## src/rtl/data_depuncturer_if.sv

```systemverilog
// Bit-stream bus for the 802.11a depuncturer: coded bits in, depunctured A/B pairs
// with erasure flags out.
interface data_depuncturer_if;
    logic [3:0] rate;
    logic       in;
    logic       in_valid;
    logic       out_a;
    logic       out_b;
    logic       era_a;
    logic       era_b;
    logic       out_valid;
    logic       sig_done;

    modport master (
        output rate, in, in_valid,
        input  out_a, out_b, era_a, era_b, out_valid, sig_done
    );

    modport slave (
        input  rate, in, in_valid,
        output out_a, out_b, era_a, era_b, out_valid, sig_done
    );
endinterface

```

## src/rtl/data_depuncturer.sv

```systemverilog
// 802.11a depuncturer: rebuilds rate-1/2 (A,B) pairs with erasure flags from the
// deinterleaved bit stream, SIGNAL field at 1/2, DATA at the latched RATE.
module data_depuncturer (
    input  logic                  Clk,
    input  logic                  reset,
    data_depuncturer_if.slave     bus
);
    localparam int unsigned RATE_W  = 4;
    localparam int unsigned PHASE_W = 2;
    localparam int unsigned PAIR_W  = 5;
    localparam logic [PAIR_W-1:0] SIG_LAST_PAIR = PAIR_W'(23);

    typedef enum logic { SIG, DAT } state_t;
    typedef enum logic [1:0] { CR_12, CR_23, CR_34 } code_rate_t;

    state_t              state_q, state_d;
    logic [PHASE_W-1:0]  phase_q, phase_d;
    logic [PAIR_W-1:0]   pair_q, pair_d;
    logic [RATE_W-1:0]   rate_q, rate_d;
    logic                a_q, a_d;
    logic                out_a_q, out_a_d;
    logic                out_b_q, out_b_d;
    logic                era_a_q, era_a_d;
    logic                era_b_q, era_b_d;
    logic                valid_q, valid_d;
    logic                done_q, done_d;
    code_rate_t          cr;

    function automatic code_rate_t decode_rate(input logic [RATE_W-1:0] r);
        code_rate_t c;
        case (r)
            4'b0001:                            c = CR_23;
            4'b1111, 4'b0111, 4'b1011, 4'b0011: c = CR_34;
            default:                            c = CR_12;
        endcase
        return c;
    endfunction

    // State and output registers
    always_ff @(posedge Clk) begin
        if (!reset) begin
            state_q <= SIG;
            phase_q <= '0;
            pair_q  <= '0;
            rate_q  <= '0;
            a_q     <= 1'b0;
            out_a_q <= 1'b0;
            out_b_q <= 1'b0;
            era_a_q <= 1'b0;
            era_b_q <= 1'b0;
            valid_q <= 1'b0;
            done_q  <= 1'b0;
        end else begin
            state_q <= state_d;
            phase_q <= phase_d;
            pair_q  <= pair_d;
            rate_q  <= rate_d;
            a_q     <= a_d;
            out_a_q <= out_a_d;
            out_b_q <= out_b_d;
            era_a_q <= era_a_d;
            era_b_q <= era_b_d;
            valid_q <= valid_d;
            done_q  <= done_d;
        end
    end

    // Next-state and pair assembly; everything holds unless a valid bit arrives
    always_comb begin
        state_d = state_q;
        phase_d = phase_q;
        pair_d  = pair_q;
        rate_d  = rate_q;
        a_d     = a_q;
        out_a_d = out_a_q;
        out_b_d = out_b_q;
        era_a_d = era_a_q;
        era_b_d = era_b_q;
        valid_d = 1'b0;
        done_d  = 1'b0;
        cr      = (state_q == SIG) ? CR_12 : decode_rate(rate_q);

        if (bus.in_valid) begin
            phase_d = phase_q + PHASE_W'(1);
            case (phase_q)
                2'd0: a_d = bus.in;
                2'd1: begin
                    {out_a_d, out_b_d, era_a_d, era_b_d} = {a_q, bus.in, 2'b00};
                    valid_d = 1'b1;
                    if (cr == CR_12) phase_d = '0;
                end
                2'd2: begin
                    {out_a_d, out_b_d, era_a_d, era_b_d} = {bus.in, 1'b0, 2'b01};
                    valid_d = 1'b1;
                    if (cr == CR_23) phase_d = '0;
                end
                default: begin
                    {out_a_d, out_b_d, era_a_d, era_b_d} = {1'b0, bus.in, 2'b10};
                    valid_d = 1'b1;
                    phase_d = '0;
                end
            endcase

            // The 24th SIGNAL pair hands over to DATA and latches the rate there
            if (state_q == SIG && valid_d) begin
                pair_d = pair_q + PAIR_W'(1);
                if (pair_q == SIG_LAST_PAIR) begin
                    done_d  = 1'b1;
                    state_d = DAT;
                    rate_d  = bus.rate;
                    phase_d = '0;
                    pair_d  = '0;
                end
            end
        end
    end

    assign bus.out_a     = out_a_q;
    assign bus.out_b     = out_b_q;
    assign bus.era_a     = era_a_q;
    assign bus.era_b     = era_b_q;
    assign bus.out_valid = valid_q;
    assign bus.sig_done  = done_q;
endmodule

```

## src/flat_wrapper.sv

```systemverilog
// flat-port wrapper written by rule: the top's interface ports become plain ports
module data_depuncturer_flat 
  (Clk, reset, bus_rate, bus_in, bus_in_valid, bus_out_a, bus_out_b, bus_era_a, bus_era_b, bus_out_valid, bus_sig_done);
  data_depuncturer_if bus_i ();
  input  logic Clk;
  input  logic reset;
  input wire logic [$bits(bus_i.rate)-1:0] bus_rate;
  input wire logic [$bits(bus_i.in)-1:0] bus_in;
  input wire logic [$bits(bus_i.in_valid)-1:0] bus_in_valid;
  output wire logic [$bits(bus_i.out_a)-1:0] bus_out_a;
  output wire logic [$bits(bus_i.out_b)-1:0] bus_out_b;
  output wire logic [$bits(bus_i.era_a)-1:0] bus_era_a;
  output wire logic [$bits(bus_i.era_b)-1:0] bus_era_b;
  output wire logic [$bits(bus_i.out_valid)-1:0] bus_out_valid;
  output wire logic [$bits(bus_i.sig_done)-1:0] bus_sig_done;
  assign bus_i.rate = bus_rate;
  assign bus_i.in = bus_in;
  assign bus_i.in_valid = bus_in_valid;
  assign bus_out_a = bus_i.out_a;
  assign bus_out_b = bus_i.out_b;
  assign bus_era_a = bus_i.era_a;
  assign bus_era_b = bus_i.era_b;
  assign bus_out_valid = bus_i.out_valid;
  assign bus_sig_done = bus_i.sig_done;
  data_depuncturer u_core (.Clk(Clk), .reset(reset), .bus(bus_i));
endmodule
```

## config.mk

```make
export PLATFORM = sky130hd
export DESIGN_NAME = data_depuncturer_flat
export DESIGN_NICKNAME = d
export VERILOG_FILES = /design/src/rtl/data_depuncturer_if.sv /design/src/rtl/data_depuncturer.sv /design/src/flat_wrapper.sv
export SDC_FILE = /design/constraint.sdc
export NUM_CORES = 1
export LEC_CHECK = 0
export BUFFER_PORTS_ARGS = -buffer_cell sky130_fd_sc_hd__buf_4
export CAP_MARGIN = 5
export CELL_PAD_IN_SITES_DETAIL_PLACEMENT = 2
export CELL_PAD_IN_SITES_GLOBAL_PLACEMENT = 2
export CORE_MARGIN = 2
export CORE_UTILIZATION = 35
export DETAILED_ROUTE_END_ITERATION = 16
export HOLD_SLACK_MARGIN = 0.02
export PLACE_DENSITY_LB_ADDON = 0.1
export SETUP_SLACK_MARGIN = 0.2
export SYNTH_ARGS = -nofsm -noshare
export SYNTH_HDL_FRONTEND = slang
export SYNTH_SLANG_ARGS = --single-unit
```

## constraint.sdc

```tcl
create_clock -name Clk -period 4.7 [get_ports Clk]
set_input_delay 0.47 -clock Clk [delete_from_list [all_inputs] [get_ports Clk]]
set_output_delay 0.47 -clock Clk [all_outputs]
set_load 0.005 [all_outputs]
```

==> summary.json <==
{
  "status": {
    "run_status": "complete, no violations"
  },
  "logic_synthesis": {
    "number_of_unique_standard_cell_types_used_by_synthesis": 31,
    "async_reset_ff_frac": 0,
    "netlist_area_um2": 817,
    "synthMuxAreaShare": 0.0245,
    "yosys.area.top_type_share": 0.466,
    "synth_flop_cell": "sky130_fd_sc_hd__dfxtp_1",
    "total_of_flip_flops_plus_latches_after_synthesis": 19,
    "synthDominantAreaCellType": "sky130_fd_sc_hd__dfxtp_1",
    "synth_top_family_by_area": "simple AND/OR/NAND/NOR gates",
    "synth_cells": 80,
    "synth_nets": 93,
    "synth_xor_xnor_area_share": 0.0429,
    "yosysWarnings": 0,
    "area_fraction_in_compound_gates_after_synthesis": 0.176,
    "synth_adder_area_share": 0.0766,
    "synth_simple_gate_area_frac": 0.191,
    "number_of_enable_type_register_cells_in_the_synthesized_netlist": 0,
    "synth.area.top_cells": "sky130_fd_sc_hd__dfxtp_1, sky130_fd_sc_hd__ha_1, sky130_fd_sc_hd__a22o_1, sky130_fd_sc_hd__nand2_1, sky130_fd_sc_hd__a32o_1",
    "avgSynthCellArea_um2": 10.2,
    "seq_area_frac_synth": 0.466
  },
  "detailed_routing": {
    "drt-total-wl_mm": 1.77,
    "via_per_inst": 5.21,
    "ant_nets": 0,
    "dr_wl_cell_um": 14.3,
    "first_iter_violations": 6,
    "remaining_drc_errors": 0,
    "drt-pass1-iter-count": 2,
    "route.vias.total": 646
  },
  "power_and_ir_drop": {
    "power.ir.vdd_worst_mv": 0.174,
    "leakage_nw": 0.401,
    "power_mw": 0.298,
    "power-per-cell-area_mw_per_mm2": 306
  },
  "floorplan": {
    "floorplan.die.height_um": 52.3,
    "initial_core_util": 0.369,
    "die_area_mm2": 0.00274,
    "num_rows": 17,
    "die_span_x_um": 52.3,
    "core_footprint_mm2": 0.00221,
    "boundaryPins": 14
  },
  "timing": {
    "fin_worst_hold_slack_ps": 381,
    "finalCritPeriodShare": 0.396,
    "postLayoutSetupSlackWorst_ps": 2840,
    "fmax_mhz": 537,
    "slew-limit-headroom": 0.701,
    "worst-slew-pin-transition_ps": 448,
    "maxSlewViolCount": 0,
    "setup_violations": 0,
    "final-hold-violation-count": 0,
    "rsz_0062_raised_after_global_routing": "false",
    "skew_ps": 6.09,
    "period_minus_slack_ps": 1860,
    "final.setup.tns_ps": 0
  },
  "worst_setup_path": {
    "timing.critical_path.cells": "inv_1 -> ha_1 -> nor4b_2 -> nand3_1 -> o21ai_0 -> nor2_1",
    "worst-r2r-setup-slack_ps": 2840,
    "critical_path_peak_fanout": 8,
    "setup.worst_path.class": "reg2reg",
    "wp_data_required_ps": 4880,
    "crit_slowest_cell": "sky130_fd_sc_hd__dfxtp_1",
    "critPathLaunchType": "register",
    "critical_path.n_buffers_inverters": 1,
    "timing.critical_path.arrival_ps": 2040,
    "timing.critical_path.slowest_cell_delay_ps": 430,
    "end_kind": "register",
    "path_delay_family": "simple AND/OR/NAND/NOR gates"
  },
  "grt": {
    "met2_usage": 0.246,
    "grt_util_met1": 0.220,
    "grt_first_pass_wirelength_mm": 3.19,
    "grt_antenna_before_repair": 0,
    "track_usage": 0.161,
    "first_global_vias": 680,
    "gr-usage-met3": 0.0257,
    "grt_start_max_net_pins": 13,
    "grt_busiest_layer": "met2",
    "grt-ovfl-total": 0
  },
  "cts": {
    "cts.reportedPaths.clkPinSlew_ps": 110,
    "cts_inserted_buffers": 3,
    "clkLatencyLatePin_ps": 290,
    "ctsRootBufferMaster": "sky130_fd_sc_hd__clkbuf_4",
    "post_cts_resize_count": 0,
    "numClockSinks": 19,
    "htree_levels": 1,
    "cts_hold_buf": 0,
    "cts_tree": "built",
    "post_cts_buffers": 0,
    "clock_tree.buffer_depth": 2
  },
  "placement": {
    "preCtsSetupSlack_ps": 2830,
    "globalplace.congestion": 0.721,
    "place_area_um2": 946,
    "port_buffers": 13,
    "place_hpwl_mm": 1.36
  },
  "finish": {
    "proportion_of_layout_cells_with_a_drive_suffix_above_1": 0.208,
    "flow.area_growth_from_synthesis_pct": 19.1,
    "fin_area_um2": 973,
    "most-common-layout-cells": "sky130_fd_sc_hd__dfxtp_1, sky130_fd_sc_hd__buf_4, sky130_fd_sc_hd__nand2_1",
    "diodes": 0,
    "layout.cells.most_common": "sky130_fd_sc_hd__dfxtp_1",
    "nets": 110
  },
  "flow_run": {
    "drv_cap": 0
  },
  "min_path": {
    "hp-class": "in2reg"
  }
}
power breakdown:
part | leakage, nW | internal [mW] | switching (mW)
sequential | 0.154 | 0.167 | 0.00489
clock | 0.0177 | 0.0316 | 0.0504
combinational | 0.229 | 0.0207 | 0.0232
path summary, 6_finish.rpt:
path | from | to | cells past startpoint
worst max-delay path | u_core.phase_q[0] | u_core.pair_q[1] | 6
worst min-delay path | bus_rate[2] | u_core.rate_q[2] | 2
worst max register to register | u_core.phase_q[0] | u_core.pair_q[1] | 6
worst min register to register | u_core.bus.out_b | u_core.bus.out_b | 2
per-stage QoR:
stage | std cells | util
after floorplan | 80 | -
after detailed placement | 120 | 0.428
final | 124 | 0.440
after global routing | 124 | 0.440
after global placement | 120 | 0.428
after CTS | 124 | 0.440
sequential cells by signal, indices dropped and copies added, names as in the netlist:
| register | count |
|---|---|
| u_core.pair_q | 5 |
| u_core.bus.out_valid | 1 |
| u_core.bus.era_a | 1 |
| u_core.rate_q | 4 |
| u_core.bus.sig_done | 1 |
| u_core.a_q | 1 |
| u_core.phase_q | 2 |
| u_core.bus.out_a | 1 |
| u_core.bus.era_b | 1 |
| u_core.state_q | 1 |
| u_core.bus.out_b | 1 |
logic make-up (layout without fill, tap and decap cells):
group | Yosys count | in the layout
AO/OA/AOI/OAI | 18 | 18
XOR/XNOR | 4 | 4
adder cells (fa/ha/maj) | 5 | 5
buffers and inverters | 5 | 21
flip-flops | 19 | 19
multiplexers | 2 | 2
AND/OR/NAND/NOR | 27 | 27
per-layer routing:
layer | share of wire | up-vias
li1 | - | 319
met1 | 0.48 | 316
met2 | 0.48 | 9
met3 | 0.027 | 2
met4 | 0.0090 | 0
met5 | 0 | -
Yosys cell counts (2+ instances only):
master and instances:
sky130_fd_sc_hd__a21boi_0 2, sky130_fd_sc_hd__a22o_1 4, sky130_fd_sc_hd__a32o_1 2, sky130_fd_sc_hd__and2_1 3
sky130_fd_sc_hd__dfxtp_1 19, sky130_fd_sc_hd__ha_1 5, sky130_fd_sc_hd__inv_1 4, sky130_fd_sc_hd__mux2i_1 2
sky130_fd_sc_hd__nand2_1 7, sky130_fd_sc_hd__nand3_1 2, sky130_fd_sc_hd__nand4_1 2, sky130_fd_sc_hd__nor2_1 4
sky130_fd_sc_hd__nor2b_1 3, sky130_fd_sc_hd__o21ai_0 2, sky130_fd_sc_hd__xnor2_1 2, sky130_fd_sc_hd__xor2_1 2
worst register-to-register path: cells and delay by family, from the launching register on:
kind / cells / cell delay [ps]
simple gates: 3 / 510
flops: 1 / 430
fa+ha+maj: 1 / 310
buf+inv: 1 / 90
compound gates: 1 / 390
layout make-up:
| class | instances | area (um^2) |
|---|---|---|
| clock buffer | 3 | 22.5 |
| clock inverter | 1 | 5.00 |
| fill | 253 | 1240 |
| inverter | 4 | 15.0 |
| multi-input combinational | 56 | 418 |
| sequential | 19 | 380 |
| tap | 28 | 35.0 |
| timing repair buffer | 13 | 97.6 |
No activity file was read; power rests on OpenSTA's default activity.
